File: config.mk
export PLATFORM = sky130hd
export DESIGN_NAME = pc_fetch_seq
export DESIGN_NICKNAME = d
export VERILOG_FILES = /design/src/rtl/pc_fetch_seq.sv
export SDC_FILE = /design/constraint.sdc
export NUM_CORES = 1
export LEC_CHECK = 0
export ABC_AREA = 1
export CAP_MARGIN = 20
export CELL_PAD_IN_SITES_DETAIL_PLACEMENT = 1
export CELL_PAD_IN_SITES_GLOBAL_PLACEMENT = 1
export CORE_AREA = 2 2 163 165
export CTS_CLUSTER_DIAMETER = 80
export DETAILED_ROUTE_END_ITERATION = 16
export DIE_AREA = 0 0 165 167
export PLACE_DENSITY = 0.84
export SLEW_MARGIN = 20
export SYNTH_ARGS = -nofsm -noshare
export SYNTH_HDL_FRONTEND = slang
export SYNTH_SLANG_ARGS = --single-unit
File: constraint.sdc
create_clock -name clk -period 3.4 [get_ports clk]
set_input_delay 0.85 -clock clk [delete_from_list [all_inputs] [get_ports clk]]
set_output_delay 0.85 -clock clk [all_outputs]
set_load 0.03 [all_outputs]
File: src/rtl/pc_fetch_seq.sv
// -----------------------------------------------------------------------------
// pc_fetch_seq
//
// Sequential fetch controller for the multi-cycle CPU. It owns the program
// counter, issues instruction-memory reads at the PC, holds each fetched word
// for decode and computes the next PC (sequential, beq/bne branch, jump) when
// decode accepts the held word. A halt instruction parks the controller until
// reset.
//
// Optional feature: define PC_FETCH_SEQ_STATS_EN to build the retired/taken
// counters. Without it stat_retired and stat_taken are tied to 0.
//
// Ports
//   clk, rst_n       clock, synchronous active-low reset
//   imem_req/addr    read request and address (address is the PC register)
//   imem_ack/rdata   read completion and instruction word
//   inst_valid/inst/inst_pc/inst_ready
//                    held instruction towards decode
//   branch, bne, zero, jump, offset, shamt, halt
//                    redirect information, sampled on accept only
//   halted           controller stopped on a halt
//   stat_retired     accepted-instruction count
//   stat_taken       taken-redirect count
//   state_dbg        current FSM state (IDLE=0, FETCH=1, HOLD=2, HALT=3)
//
// Handshakes: a memory read completes on a cycle with imem_req=1 and
// imem_ack=1 (imem_ack is ignored otherwise). An instruction transfers to
// decode on a cycle with inst_valid=1 and inst_ready=1 (accept); inst_ready
// without inst_valid has no effect. Both sides hold their outputs stable
// until the transfer happens.
// -----------------------------------------------------------------------------
module pc_fetch_seq #(
  parameter logic [31:0] RESET_PC = 32'h0000_0000
) (
  input  logic        clk,
  input  logic        rst_n,
  output logic        imem_req,
  output logic [31:0] imem_addr,
  input  logic        imem_ack,
  input  logic [31:0] imem_rdata,
  output logic        inst_valid,
  output logic [31:0] inst,
  output logic [31:0] inst_pc,
  input  logic        inst_ready,
  input  logic        branch,
  input  logic        bne,
  input  logic        zero,
  input  logic        jump,
  input  logic [25:0] offset,
  input  logic [31:0] shamt,
  input  logic        halt,
  output logic        halted,
  output logic [31:0] stat_retired,
  output logic [31:0] stat_taken,
  output logic [1:0]  state_dbg
);

  typedef enum logic [1:0] {
    S_IDLE  = 2'd0,
    S_FETCH = 2'd1,
    S_HOLD  = 2'd2,
    S_HALT  = 2'd3
  } state_e;

  state_e      state_q, state_d;
  logic [31:0] pc_q, pc_d;
  logic [31:0] inst_q, inst_d;
  logic [31:0] inst_pc_q, inst_pc_d;

  logic        accept;
  logic        br_taken;
  logic [31:0] pc4;

  // Accept can only happen while an instruction is held.
  assign accept = (state_q == S_HOLD) && inst_ready;

  always_comb begin
    state_d   = state_q;
    pc_d      = pc_q;
    inst_d    = inst_q;
    inst_pc_d = inst_pc_q;
    pc4       = inst_pc_q + 32'd4;
    // With both branch and bne set exactly one of the two terms is true,
    // so the redirect is taken regardless of zero.
    br_taken  = (branch && zero) || (bne && !zero);

    case (state_q)
      S_IDLE: begin
        state_d = S_FETCH;
      end
      S_FETCH: begin
        if (imem_ack) begin
          inst_d    = imem_rdata;
          inst_pc_d = pc_q;
          state_d   = S_HOLD;
        end
      end
      S_HOLD: begin
        if (inst_ready) begin
          if (halt) begin
            state_d = S_HALT;
          end else begin
            state_d = S_FETCH;
            if (jump) begin
              pc_d = {pc4[31:28], offset, 2'b00};
            end else if (br_taken) begin
              // shamt counts words; the sum wraps modulo 2^32.
              pc_d = pc4 + {shamt[29:0], 2'b00};
            end else begin
              pc_d = pc4;
            end
          end
        end
      end
      S_HALT: begin
        state_d = S_HALT;
      end
      default: begin
        state_d = S_IDLE;
      end
    endcase
  end

  always_ff @(posedge clk) begin
    if (!rst_n) begin
      state_q   <= S_IDLE;
      pc_q      <= RESET_PC;
      inst_q    <= 32'd0;
      inst_pc_q <= 32'd0;
    end else begin
      state_q   <= state_d;
      pc_q      <= pc_d;
      inst_q    <= inst_d;
      inst_pc_q <= inst_pc_d;
    end
  end

  assign imem_req   = (state_q == S_FETCH);
  assign imem_addr  = pc_q;
  assign inst_valid = (state_q == S_HOLD);
  assign inst       = inst_q;
  assign inst_pc    = inst_pc_q;
  assign halted     = (state_q == S_HALT);
  assign state_dbg  = state_q;

`ifdef PC_FETCH_SEQ_STATS_EN
  logic [31:0] retired_q, retired_d;
  logic [31:0] taken_q, taken_d;
  logic        redirect_taken;

  // A halt is retired but never counts as a taken redirect.
  assign redirect_taken = !halt && (jump || br_taken);

  always_comb begin
    retired_d = retired_q;
    taken_d   = taken_q;
    if (accept) begin
      retired_d = retired_q + 32'd1;
      if (redirect_taken) begin
        taken_d = taken_q + 32'd1;
      end
    end
  end

  always_ff @(posedge clk) begin
    if (!rst_n) begin
      retired_q <= 32'd0;
      taken_q   <= 32'd0;
    end else begin
      retired_q <= retired_d;
      taken_q   <= taken_d;
    end
  end

  assign stat_retired = retired_q;
  assign stat_taken   = taken_q;
`else
  logic unused_accept;
  assign unused_accept = accept;
  assign stat_retired  = 32'd0;
  assign stat_taken    = 32'd0;
`endif

endmodule
# Word level (Yosys, flattened, before mapping)
# Index checks and enable logic that the tools add are counted.
word_totals:
  mem_bits_ro: 0
  wordCells: 26
  ram_bits: 0
  n_memories: 0
  latchBits: 0
  inputBits: 99
  output_inout_bits: 165
  reg_bits: 98
op_classes:
  addsub: 2
  eq_ne: 5
  mul: 0
  reduce_logical: 8
  n_bitwise: 1
  order_cmp: 0
  mux: 6
  shifts: 0
  n_div: 0
ops:
  columns: ["operator", "count"]
  rows:
  - ["32-bit two-way mux", 2]
  - ["32-bit by 3-bit adder with 32-bit output (second input constant)", 1]
  - ["32-bit adder", 1]
  - ["2-bit case mux with 4 select lines", 1]
  - ["2-bit two-way mux", 3]
  - ["2-bit equality test (second input constant)", 2]
  - ["2-bit by 1-bit inequality test with 1-bit output (second input constant)", 2]
  - ["2-bit AND reduction", 2]
  - ["3-bit AND reduction", 1]
  - ["2-bit by 1-bit equality test with 1-bit output (second input constant)", 1]
  - ["1-bit logical AND", 2]
  - ["2-bit zero test", 1]
  - ["1-bit zero test", 1]
  - ["1-bit logical OR", 1]
  - ["1-bit inverter", 1]

# Logic depth before layout (Yosys ltp)
logic_depth:
  ltp_word: 5
  depth_mapped: 24
  mapped_depth_nobuf: 24

# Least setup slack after synthesis
# No wires, ideal clock.
synth_timing:
  path_kind: "flip-flop to flip-flop"
  start: "register inst_pc_q[2], in the netlist inst_pc[2]"
  end: "register pc_q[27], in the netlist imem_addr[27]"
  setup_time_ps: 130
  arrival_time_ps: 2772
  slack_ps: 498
  path_stages_with_launch: 21
  synth_period_minus_slack_ps: 2902
  required_ps: 3270
  n_path_buf: 0
  path_cell_list: "dfxtp_1 -> ha_1 -> nand2_1 -> nor2_2 -> nand2_1 -> nor2_1 -> nand2_1 -> nand2_1 -> inv_1 -> ha_1 -> nand2_1 -> nor2_1 -> inv_1 -> nor3_1 -> nand2_1 -> nand2_1 -> nand2_1 -> nand3_1 -> nand2_1 -> nand2_1 -> a21oi_2"
synth_between:
  elab_chain_len: 4
synth_lines:
  columns: ["item", "line_no", "text"]
  rows:
  - ["from (decl)", "68", "logic [31:0] inst_pc_q, inst_pc_d;"]
  - ["from (signal assigned)", "134", "inst_pc_q <= inst_pc_d;"]
  - ["32-bit by 3-bit adder with 32-bit output *", "82", "pc4 = inst_pc_q + 32'd4;"]
  - ["32-bit adder", "108", "pc_d = pc4 + {shamt[29:0], 2'b00};"]
  - ["32-bit two-way mux *", "106", "end else if (br_taken) begin"]
  - ["32-bit two-way mux *", "104", "if (jump) begin"]
  - ["to (signal assigned)", "132", "pc_q <= pc_d;"]
  - ["to (decl)", "66", "logic [31:0] pc_q, pc_d;"]
# Mark *: on every way between the ends. The rest lies on a longest branch, timed or not.
# A chain may end at the register's enable or synchronous reset.

# Final worst setup path
layout_timing:
  start: "register inst_pc_q[2], in the netlist inst_pc[2]"
  end: "register pc_q[21], in the netlist imem_addr[21]"
# Same word-level chain as after synthesis.

==> flow_metrics.tcl <==
set metrics [dict create \
    numClockSinks 98 \
    post-layout-total-power_mw 3.63 \
    detail_route.first_pass.iterations 4 \
    power_report.internal_total_mw 2.33 \
    buffer_ports.inserted 197 \
    detailroute.wirelength.met2_um 13900 \
    number_of_max_cap_violations 0 \
    pre_cts_slack_ns 0.177 \
    first_global_vias 8552 \
    leakage_power_total_nw 4.69 \
    hold_slack_ns 0.484 \
    chipWidth_um 165 \
    cts.path.max_buffers 2 \
    std_cell_rows 59 \
    synthTopCellsByArea "dfxtp_1 (26%), nand2_1 (15%), nor2_1 (9.0%)" \
    yosys.cell_types.count 46 \
    syn_inst 1211 \
    synth-seq-area-share_pct 25.8 \
    antenna_left 0 \
    drt_iter0_drc 332 \
    routedWlPerCell_um 17.0 \
    worst_path_most_repeated_cell "nand2_1" \
    totalNegativeSetupSlack_ns 0 \
    clk_transition_reported_paths_ns 0.07 \
    area_growth_pct 33.2 \
    cts_hold_buffers 0 \
    nNetsFinal 1540 \
    vdd_drop_max_mv 0.238 \
    detail_route.drc_violations 0 \
    clk-insertion-delay-late_ns 0.34 \
    met1_length_um 12800 \
    number_of_buffers_inserted_during_clock_tree_synthesis 9 \
    multi_input_comb_area_sq_mm 0.00474 \
    power_frac_clock_pct 31.7 \
    postRouteWirelength_um 29600 \
    setup_repair_after_global_routing_missed_its_margin "true" \
    grt_use_total_pct 21.3 \
    power.share.combinational_pct 33.0 \
    fmaxAchievable_ghz 0.310 \
    dieHeight_um 167 \
    routed-via-count 8265 \
    slowest_stage "dfxtp_1" \
    syn_avg_cell_area_sq_um 6.29 \
    routabilityCongestion 0.907 \
    layout-drive-gt1-share_pct 8.24 \
    cell_area_after_synthesis_sq_mm 0.00762 \
    synth-main-ff-cell "dfxtp_1" \
    period_minus_slack_ns 3.23 \
    cts_tree "done" \
    fin_skew_ns 0.0134 \
    synth_top_area_share_pct 25.8 \
    yosys_register_bits 98 \
    critical_path.max_fanout 5 \
    sum_of_met3_wire_segment_lengths_after_detailed_routing_um 2070 \
    synth-async-reset-ratio_pct 0 \
    worst-setup-path-type "flop to flop" \
    cp_data_arrival_time_ns 3.44 \
    seq_power_share_pct 35.4 \
    slew_headroom_pct 58.8 \
    slowest_delay_ns 0.37 \
    placeableCoreArea_sq_mm 0.0258 \
    filler_cell_count 3329 \
    initial_core_util_pct 29.6 \
    synth_warnings 0 \
    setup_viol_count_final 0 \
    critPathLaunchType "flop" \
    htreeDepth 3 \
    cts_root_buffer "clkbuf_16" \
    final_area_sq_mm 0.0101 \
    hold_path_class "flop to flop" \
    p_per_area_mw_per_mm2 358 \
    die-area_sq_mm 0.0276 \
    p_sw_share_pct 35.7 \
    regArea_sq_mm 0.00197 \
    p_switching_mw 1.29 \
    via_per_inst 4.74 \
    insertedDiodeCount 0 \
    grt_max_degree 51 \
    setup.worst_path.end_class "flop" \
    outcome "finished clean" \
    cell_chain_critical_path "buf_4 > ha_1 > inv_1 > nor2_4 > xor2_1 > ha_1 > nand2_1 > inv_1 > a21oi_1 > nand2_1 > nand2_1 > nand2_1 > nand2_1 > nand2_1 > nand2_1 > nand2_1 > o21ai_1 > a21oi_1" \
    detailed_place_hpwl_um 24500 \
    hold_depth 2 \
    post-route-period-util_pct 94.9 \
    hold_viol 0 \
    top_signal_layer_used "met4" \
    worst-endpoint-required_ns 3.61 \
    r2r_cells 18 \
    number_of_antenna_violations_at_the_first_check_in_global_routing 0 \
    transition_time_at_the_pin_with_the_least_slew_margin_ns 0.617 \
    first_pass_grt_wire_length_um 45600 \
    pin_count 264 \
    grt_remaining_overflow 0 \
    placed_cell_area_sq_mm 0.00974 \
    synth.largest_area_cell "dfxtp_1" \
    post_layout_worst_setup_margin_ns 0.173 \
    maxSlewViolCount 0 \
    synth-edff-count 0 \
]
final cells by class:
cell class,instances,share of cell area [%]
Timing Repair Buffer,220,21.2
Clock buffer,11,2.49
Multi-Input combinational cell,934,46.7
Clock inverter,5,0.839
Inverter,140,5.18
Sequential cell,98,19.4
Tap cell,335,4.13
cell usage after synthesis (all sizes together), types with 4 or more instances:
| cell type | n |
|---|---|
| nor3 | 19 |
| ha | 37 |
| nor2 | 196 |
| dfxtp | 98 |
| nand3b | 4 |
| xnor2 | 4 |
| o21ai | 91 |
| a21oi | 86 |
| nand2 | 308 |
| o21bai | 10 |
| xor2 | 23 |
| buf | 68 |
| o211ai | 5 |
| inv | 139 |
| and2 | 4 |
| nand4 | 11 |
| nand3 | 62 |
| clkbuf | 33 |
timing repair:
action                                  CTS  global route
endpoints found under the setup margin    0            10
gates resized for setup                   0            25
setup buffers                             0             0
sequential cells by signal, indices dropped and copies added, names as in the netlist:
register and cells:
imem_addr 32, inst 32, inst_pc 32, state_dbg 2
worst max-delay path, delay by kind of cell, from the launching register on:
family / cells / cell delay [ns]
AND/OR/NAND/NOR: 9 / 1.07
adder cells (fa/ha/maj): 2 / 0.60
AO/OA/AOI/OAI: 3 / 0.47
flip-flops: 1 / 0.37
buffers and inverters: 3 / 0.31
XOR/XNOR: 1 / 0.29
routing by layer:
metal,GRT usage (%),vias up
met5,0,-
met4,6.88,0
met3,5.40,48
met2,35.9,242
met1,26.3,3879
li1,-,4096
power groups by stage:
stage / registers, mW / clock network [mW] / logic (mW)
CTS: 1.28 / 1.18 / 1.19
detailed placement: 1.31 / 0 / 1.18
floorplan: 1.42 / 0 / 0.653
finish: 1.28 / 1.15 / 1.20
global route: 1.29 / 1.22 / 1.30
global placement: 1.30 / 0 / 1.16
worst paths after layout:
check	start	endpoint	slack, ns
worst max register to register	inst_pc[2]$_SDFFE_PN0P_	imem_addr[21]$_SDFFE_PN0P_	0.17
worst min-delay path	imem_addr[6]$_SDFFE_PN0P_	imem_addr[6]$_SDFFE_PN0P_	0.48
worst min register to register	imem_addr[6]$_SDFFE_PN0P_	imem_addr[6]$_SDFFE_PN0P_	0.48
worst max-delay path	inst_pc[2]$_SDFFE_PN0P_	imem_addr[21]$_SDFFE_PN0P_	0.17
cells by family (layout without fill, tap and decap cells):
| kind of cell | after synthesis | in the layout | share of synthesized area, % |
|---|---|---|---|
| AO/OA/AOI/OAI | 200 | 200 | 14.2 |
| buffers and inverters | 242 | 376 | 16.0 |
| flip-flops | 98 | 98 | 25.8 |
| XOR/XNOR | 27 | 27 | 3.40 |
| adder cells (fa/ha/maj) | 38 | 38 | 6.34 |
| AND/OR/NAND/NOR | 605 | 605 | 34.2 |
| other | 1 | 64 | 0.0492 |
through the flow:
| stage | utilization [%] | cells |
|---|---|---|
| after CTS | 39.1 | 1743 |
| after global routing | 39.4 | 1743 |
| after detailed placement | 37.8 | 1727 |
| final | 39.4 | 1743 |
| after floorplan | - | 1274 |
| after global placement | 37.8 | 1727 |
layout by cell type, fill, tap and decap left out, types with 18 or more instances in the layout:
cell | synthesis | layout
inv_1 | 132 | 132
nand2_1 | 295 | 294
nor2_1 | 183 | 176
conb_1 | 1 | 64
dfxtp_1 | 98 | 89
buf_4 | 64 | 22
nand3_1 | 58 | 58
o21ai_0 | 83 | 81
xor2_1 | 21 | 18
a21oi_1 | 82 | 82
ha_1 | 37 | 36
clkdlybuf4s50_1 | 0 | 196
Power figures use the tool's default switching activity.
